--- src/rtl/pwm_clk_pkg.sv ---
// Shared types for the PWM / clock waveform controller: FSM states, config
// record and the default counter width.
package pwm_clk_pkg;

    localparam int CNT_W_DEFAULT = 16;

    typedef enum logic [1:0] {
        ST_IDLE  = 2'd0,
        ST_PHASE = 2'd1,
        ST_HIGH  = 2'd2,
        ST_LOW   = 2'd3
    } pwm_state_t;

    typedef struct packed {
        logic [CNT_W_DEFAULT-1:0] period;
        logic [CNT_W_DEFAULT-1:0] high;
        logic [CNT_W_DEFAULT-1:0] phase;
    } pwm_cfg_t;

endpackage

--- src/rtl/pwm_cfg_regs.sv ---
// Config side of the PWM controller: handshake, validation, the pending and
// active registers, and the pending->active transfer requested by the FSM.
module pwm_cfg_regs #(
    parameter int CNT_W = pwm_clk_pkg::CNT_W_DEFAULT
) (
    input  logic             clk,
    input  logic             rst_n,
    input  logic             cfg_valid,
    input  logic [CNT_W-1:0] cfg_period,
    input  logic [CNT_W-1:0] cfg_high,
    input  logic [CNT_W-1:0] cfg_phase,
    input  logic             xfer,
    output logic             cfg_ready,
    output logic             cfg_err,
    output logic [CNT_W-1:0] use_period,
    output logic [CNT_W-1:0] use_high,
    output logic [CNT_W-1:0] use_phase,
    output logic             use_valid
);

    typedef struct packed {
        logic [CNT_W-1:0] period;
        logic [CNT_W-1:0] high;
        logic [CNT_W-1:0] phase;
    } cfg_t;

    localparam logic [CNT_W-1:0] MIN_PERIOD = CNT_W'(2);

    cfg_t pend_q, pend_d;
    cfg_t act_q, act_d;
    cfg_t offer;
    cfg_t use_cfg;
    logic pend_valid_q, pend_valid_d;
    logic act_valid_q, act_valid_d;
    logic cfg_err_q, cfg_err_d;
    logic offer_ok;
    logic accept;
    logic do_xfer;

    // Handshake: a transfer happens on a rising edge where cfg_valid && cfg_ready.
    // The offer must hold steady while cfg_valid is high and cfg_ready is low;
    // cfg_ready depends only on registered state, never on cfg_valid.
    always_comb begin
        offer        = '{period: cfg_period, high: cfg_high, phase: cfg_phase};
        offer_ok     = (cfg_period >= MIN_PERIOD) && (cfg_high != '0) &&
                       (cfg_high < cfg_period);
        accept       = cfg_valid && !pend_valid_q;
        do_xfer      = xfer && pend_valid_q;

        pend_d       = pend_q;
        pend_valid_d = pend_valid_q;
        act_d        = act_q;
        act_valid_d  = act_valid_q;
        cfg_err_d    = accept && !offer_ok;

        if (do_xfer) begin
            act_d        = pend_q;
            act_valid_d  = 1'b1;
            pend_valid_d = 1'b0;
        end
        // accept and do_xfer are exclusive: one needs pending empty, the other full
        if (accept && offer_ok) begin
            pend_d       = offer;
            pend_valid_d = 1'b1;
        end

        // Settings in force after this edge, so the FSM reloads with new values
        // on the same edge that performs the transfer.
        use_cfg      = do_xfer ? pend_q : act_q;
    end

    always_ff @(posedge clk or negedge rst_n) begin
        if (!rst_n) begin
            pend_q       <= '0;
            pend_valid_q <= 1'b0;
            act_q        <= '0;
            act_valid_q  <= 1'b0;
            cfg_err_q    <= 1'b0;
        end else begin
            pend_q       <= pend_d;
            pend_valid_q <= pend_valid_d;
            act_q        <= act_d;
            act_valid_q  <= act_valid_d;
            cfg_err_q    <= cfg_err_d;
        end
    end

    assign cfg_ready  = !pend_valid_q;
    assign cfg_err    = cfg_err_q;
    assign use_period = use_cfg.period;
    assign use_high   = use_cfg.high;
    assign use_phase  = use_cfg.phase;
    assign use_valid  = act_valid_q || do_xfer;

endmodule

--- src/rtl/pwm_clk_ctrl.sv ---
// Runtime-programmable PWM / clock generator: phase delay, then repeating
// HIGH/LOW periods; new settings take effect only at period boundaries.
module pwm_clk_ctrl
    import pwm_clk_pkg::*;
#(
    parameter int CNT_W = CNT_W_DEFAULT
) (
    input  logic             clk,
    input  logic             rst_n,
    input  logic             en,
    input  logic             cfg_valid,
    output logic             cfg_ready,
    input  logic [CNT_W-1:0] cfg_period,
    input  logic [CNT_W-1:0] cfg_high,
    input  logic [CNT_W-1:0] cfg_phase,
    output logic             cfg_err,
    output logic             wave_out,
    output logic             period_start,
    output logic             busy
);

    localparam logic [CNT_W-1:0] ONE = CNT_W'(1);

    pwm_state_t       state_q, state_d;
    logic [CNT_W-1:0] cnt_q, cnt_d;
    logic             period_start_q, period_start_d;
    logic [CNT_W-1:0] use_period, use_high, use_phase;
    logic             use_valid;
    logic             xfer;
    logic             cnt_done;

    pwm_cfg_regs #(.CNT_W(CNT_W)) u_cfg_regs (
        .clk        (clk),
        .rst_n      (rst_n),
        .cfg_valid  (cfg_valid),
        .cfg_period (cfg_period),
        .cfg_high   (cfg_high),
        .cfg_phase  (cfg_phase),
        .xfer       (xfer),
        .cfg_ready  (cfg_ready),
        .cfg_err    (cfg_err),
        .use_period (use_period),
        .use_high   (use_high),
        .use_phase  (use_phase),
        .use_valid  (use_valid)
    );

    always_comb begin
        cnt_done = (cnt_q == '0);
        // Pending settings may only land while idle or as the last LOW cycle ends
        xfer     = (state_q == ST_IDLE) || ((state_q == ST_LOW) && cnt_done);
        state_d  = state_q;
        cnt_d    = cnt_q;

        case (state_q)
            ST_IDLE: begin
                if (en && use_valid) begin
                    if (use_phase == '0) begin
                        state_d = ST_HIGH;
                        cnt_d   = use_high - ONE;
                    end else begin
                        state_d = ST_PHASE;
                        cnt_d   = use_phase - ONE;
                    end
                end
            end
            ST_PHASE: begin
                if (!en) begin
                    state_d = ST_IDLE;
                    cnt_d   = '0;
                end else if (cnt_done) begin
                    state_d = ST_HIGH;
                    cnt_d   = use_high - ONE;
                end else begin
                    cnt_d   = cnt_q - ONE;
                end
            end
            ST_HIGH: begin
                if (cnt_done) begin
                    // Validation guarantees period > high, so this never wraps
                    state_d = ST_LOW;
                    cnt_d   = use_period - use_high - ONE;
                end else begin
                    cnt_d   = cnt_q - ONE;
                end
            end
            ST_LOW: begin
                if (cnt_done) begin
                    if (en) begin
                        state_d = ST_HIGH;
                        cnt_d   = use_high - ONE;
                    end else begin
                        state_d = ST_IDLE;
                        cnt_d   = '0;
                    end
                end else begin
                    cnt_d   = cnt_q - ONE;
                end
            end
            default: begin
                state_d = ST_IDLE;
                cnt_d   = '0;
            end
        endcase

        period_start_d = (state_d == ST_HIGH) && (state_q != ST_HIGH);
    end

    always_ff @(posedge clk or negedge rst_n) begin
        if (!rst_n) begin
            state_q        <= ST_IDLE;
            cnt_q          <= '0;
            period_start_q <= 1'b0;
        end else begin
            state_q        <= state_d;
            cnt_q          <= cnt_d;
            period_start_q <= period_start_d;
        end
    end

    assign wave_out     = (state_q == ST_HIGH);
    assign period_start = period_start_q;
    assign busy         = (state_q != ST_IDLE);

endmodule

--- config.mk ---
export PLATFORM = sky130hd
export DESIGN_NAME = pwm_clk_ctrl
export DESIGN_NICKNAME = d
export VERILOG_FILES = /design/src/rtl/pwm_clk_pkg.sv /design/src/rtl/pwm_cfg_regs.sv /design/src/rtl/pwm_clk_ctrl.sv
export SDC_FILE = /design/constraint.sdc
export NUM_CORES = 1
export LEC_CHECK = 0
export CAP_MARGIN = 40
export CORE_MARGIN = 2
export CORE_UTILIZATION = 30
export CTS_BUF_LIST = sky130_fd_sc_hd__clkbuf_4 sky130_fd_sc_hd__clkbuf_8
export DETAILED_ROUTE_END_ITERATION = 12
export DONT_BUFFER_PORTS = 1
export SETUP_SLACK_MARGIN = 0.05
export SLEW_MARGIN = 20
export SYNTH_ARGS = -nofsm -noshare
export SYNTH_HDL_FRONTEND = slang
export SYNTH_SLANG_ARGS = --single-unit
--- constraint.sdc ---
create_clock -name clk -period 11.5 [get_ports clk]
set_input_delay 1.15 -clock clk [delete_from_list [all_inputs] [get_ports clk]]
set_output_delay 1.15 -clock clk [all_outputs]
set_load 0.02 [all_outputs]
==> key figures <==
Timing
  – Normalized max-slew margin: 50.69%
  – RSZ-0062 raised after global routing: false
  – Setup TNS Final: 0 ps
  – Minimum clock period: 5200 ps
  – Pins Over Slew Limit: 0
  – Min Hold Slack: 394.0 ps
  – Final Hold Fails: 0
  – Final setup viols: 0
  – Peak Freq: 0.1923 GHz
  – Worst Clk Skew: 10.05 ps
  – Final worst-path cycle share: 45.22%
  – Actual slew at the worst max-slew pin: 739.6 ps
  – Post-route setup slack: 6300 ps

Clocking
  – TritonCTS clock tree: done
  – Num CTS Buffers: 17
  – # Post-CTS Setup Buffers: 0
  – Post-cts sizing count: 0
  – Max Buffers Root-to-Sink: 2
  – Clock root cell: clkbuf_8
  – H-tree levels: 4
  – Clk slew on worst S/H paths: 80 ps
  – Clock latency on the worst-skew pair: 450 ps
  – Sink Count: 118
  – Cts hold-fix bufs: 0

Place
  – Placer Congestion: 0.9327
  – Post-DP HPWL: 15990 um
  – Buffers on Ports: 0
  – Inst Count DP: 1187
  – Place WS: 6352 ps

Floorplanning
  – Die X: 165.8 um
  – Starting Density: 30.38%
  – # rows: 59
  – Ports: 57
  – Core Footprint: 0.02584 mm2
  – Die H: 165.8 um
  – Die area: 0.02747 mm2

Final layout
  – Number of diodes: 0
  – Fin cells: 1220
  – Area growth syn-to-layout: 8.560%
  – Final nets: 954
  – Final Util: 32.98%
  – Layout cells sized above 1: 11.64%

Yosys
  – Post-Syn Area: 0.007849 mm2
  – Distinct cells, synth: 78
  – Synth top area cells: dfrtp_1 (38%), nand2_1 (7.2%), mux2_2 (6.3%), ha_1 (4.6%), mux2i_1 (4.0%)
  – Top cell type's share of synthesized area: 37.62%
  – Post-synth EDFFs: 0
  – Gate Count Post-Synth: 889
  – Seq cells post-synth: 118
  – Syn_nets: 971
  – Ys Warns: 0
  – Synth Area per Inst: 8.829 um2
  – Async set or reset register ratio after synthesis: 100.0%
  – Yosys top cell by area: dfrtp_1
  – Post-synthesis sequential area ratio: 37.62%
  – Most common flop cell mapped by yosys: dfrtp_1

Setup path
  – Flop-to-flop setup slack: 6300 ps
  – Startpoint Class: flop
  – Crit path capture type: flop
  – Worst r2r src: state_q[1]
  – Critical path origin: state_q[1]
  – FF-to-FF path depth: 18
  – Worst path arrival time: 5520 ps
  – CP required: 11820 ps
  – Reg-to-reg endpoint: cnt_q[15]
  – Crit path capture: cnt_q[15]
  – Critical Path Fanout Max: 66
  – Crit Path Category: reg2reg

Job
  – Max-cap violations: 0

Routing
  – DR DRC count: 0
  – Vias per cell: 5.425
  – 1st-iter DRT viols: 570
  – Routed Antenna Nets: 0
  – First-pass DRT Iterations: 5
  – Wirelength, routed: 21500 um
  – Routed len/inst: 17.62 um
  – Via count: 6619

Global route
  – Vias in the first global route: 6347
  – Largest net degree at the start of global routing: 119
  – GRT overflow: 0
  – Initial antenna violation count: 1
  – Global-route wire length before repair: 34960 um
  – GRT Overall Usage: 15.83%

Run status
  – Status: complete, no violations

Pwr
  – Total leakage power: 0.004316 uW
  – P per Cell Area: 95.53 mW/mm2
  – Peak supply drop: 63.34 uV

Min path
  – Class of the worst hold path: in2async
[per-layer routing]
metal  up-vias  global-route usage (%)  part of all wire [%]  wire (um)
met5         -                       0                 0.042          9
met1      3183                   22.50                    47      10110
met4         2                   6.730                   3.5        749
met3        45                   3.337                   6.1       1314
li1       3139                       -                     -          -
met2       250                   23.27                    43       9315
[report_power, final]
group,internal (uW),leakage (uW),switching [uW]
sequential,415,0.00159,0
combinational,6.87,0.00254,8.00
clock,206,0.000193,179
total,627,0.00432,187
[synth_stat cells, types with 13 or more instances]
library cell	n
nand2_1	151
dfrtp_1	118
o21ai_0	52
inv_1	49
mux2_2	44
nor2_1	42
nor3_1	38
a21oi_1	37
mux2i_1	31
ha_1	29
xnor2_1	29
nand3_1	21
clkbuf_1	19
nor4_1	17
xor2_1	17
buf_2	13
[per-stage QoR]
| step | total power (uW) | cell area (um2) |
|---|---|---|
| floorplan | 435.2 | 7849 |
| global route | 844.8 | 8521 |
| CTS | 822.5 | 8508 |
| detailed placement | 437.6 | 8112 |
| finish | 814.0 | 8521 |
| global placement | 437.2 | 8112 |
[worst min-delay path by stage]
stage,slack (ps),to,depth (start not counted),from
2_1_floorplan,440,u_cfg_regs.act_q[32],2,u_cfg_regs.act_q[32]
3_3_place_gp,460,u_cfg_regs.act_q[42],2,u_cfg_regs.act_q[42]
3_5_place_dp,460,u_cfg_regs.act_q[42],2,u_cfg_regs.act_q[42]
4_1_cts,360,u_cfg_regs.pend_q[37],0,rst_n
5_1_grt,350,u_cfg_regs.pend_q[37],0,rst_n
6_report,390,u_cfg_regs.pend_q[37],0,rst_n
[cell families (layout without fill, tap and decap cells)]
kind of cell,Yosys count,count (layout),share of synthesized area (%)
AND/OR/NAND/NOR,342,342,21.06
adder cells (fa/ha/maj),33,33,5.261
multiplexers,78,78,10.70
XOR/XNOR,46,46,5.133
flip-flops,118,118,37.62
AO/OA/AOI/OAI,179,179,15.19
buffers and inverters,93,89,5.037
[layout make-up]
type	count	area (um2)
sequential	118	2953
multi-input combinational	678	4507
inverter	50	187.7
fill	2729	17320
clock inverter	11	126.4
clock buffer	21	270.3
timing repair buffer	7	57.56
tap	335	419.2
[cells in the final DEF (no fill, tap or decap), drive strengths merged, types with 4 or more instances in the layout]
master and instances:
mux2 47, nand3 21, clkinvlp 4, nand2b 10
o221ai 4, a21o 8, nand2 152, o211ai 12
nor3 39, nor2 43, nand3b 5, and2 6
buf 6, a21oi 38, and3 8, clkbuf 21
dfrtp 118, mux2i 31, xor2 17, nor2b 7
clkinv 4, xnor2 29, nand4 10, o31ai 5
a211oi 9, a31oi 9, or3 8, o21ai 56
nor4 19, inv 51, ha 29
[registers in the layout (all words and copies together) (netlist names)]
signal	flops
cnt_q	16
u_cfg_regs.act_q	48
period_start	1
u_cfg_regs.cfg_err	1
state_q	2
u_cfg_regs.pend_valid_q	1
u_cfg_regs.act_valid_q	1
u_cfg_regs.pend_q	48
[critical path, cell delays in order, from the launching register on]
cell and delay [ps]:
dfrtp_1 560, nor2_2 520, inv_2 270, nor2_1 470
a21o_2 160, buf_4 550, nand2_1 150, nand2_1 110
ha_1 270, a21oi_1 150, maj3_1 360, o21ai_0 220
nand2_1 70, and3_1 190, a2111oi_2 410, o211a_1 210
nor3_1 50, a211oi_1 240, nor2_1 80
Note: power is estimated with default switching activity, not from simulation.
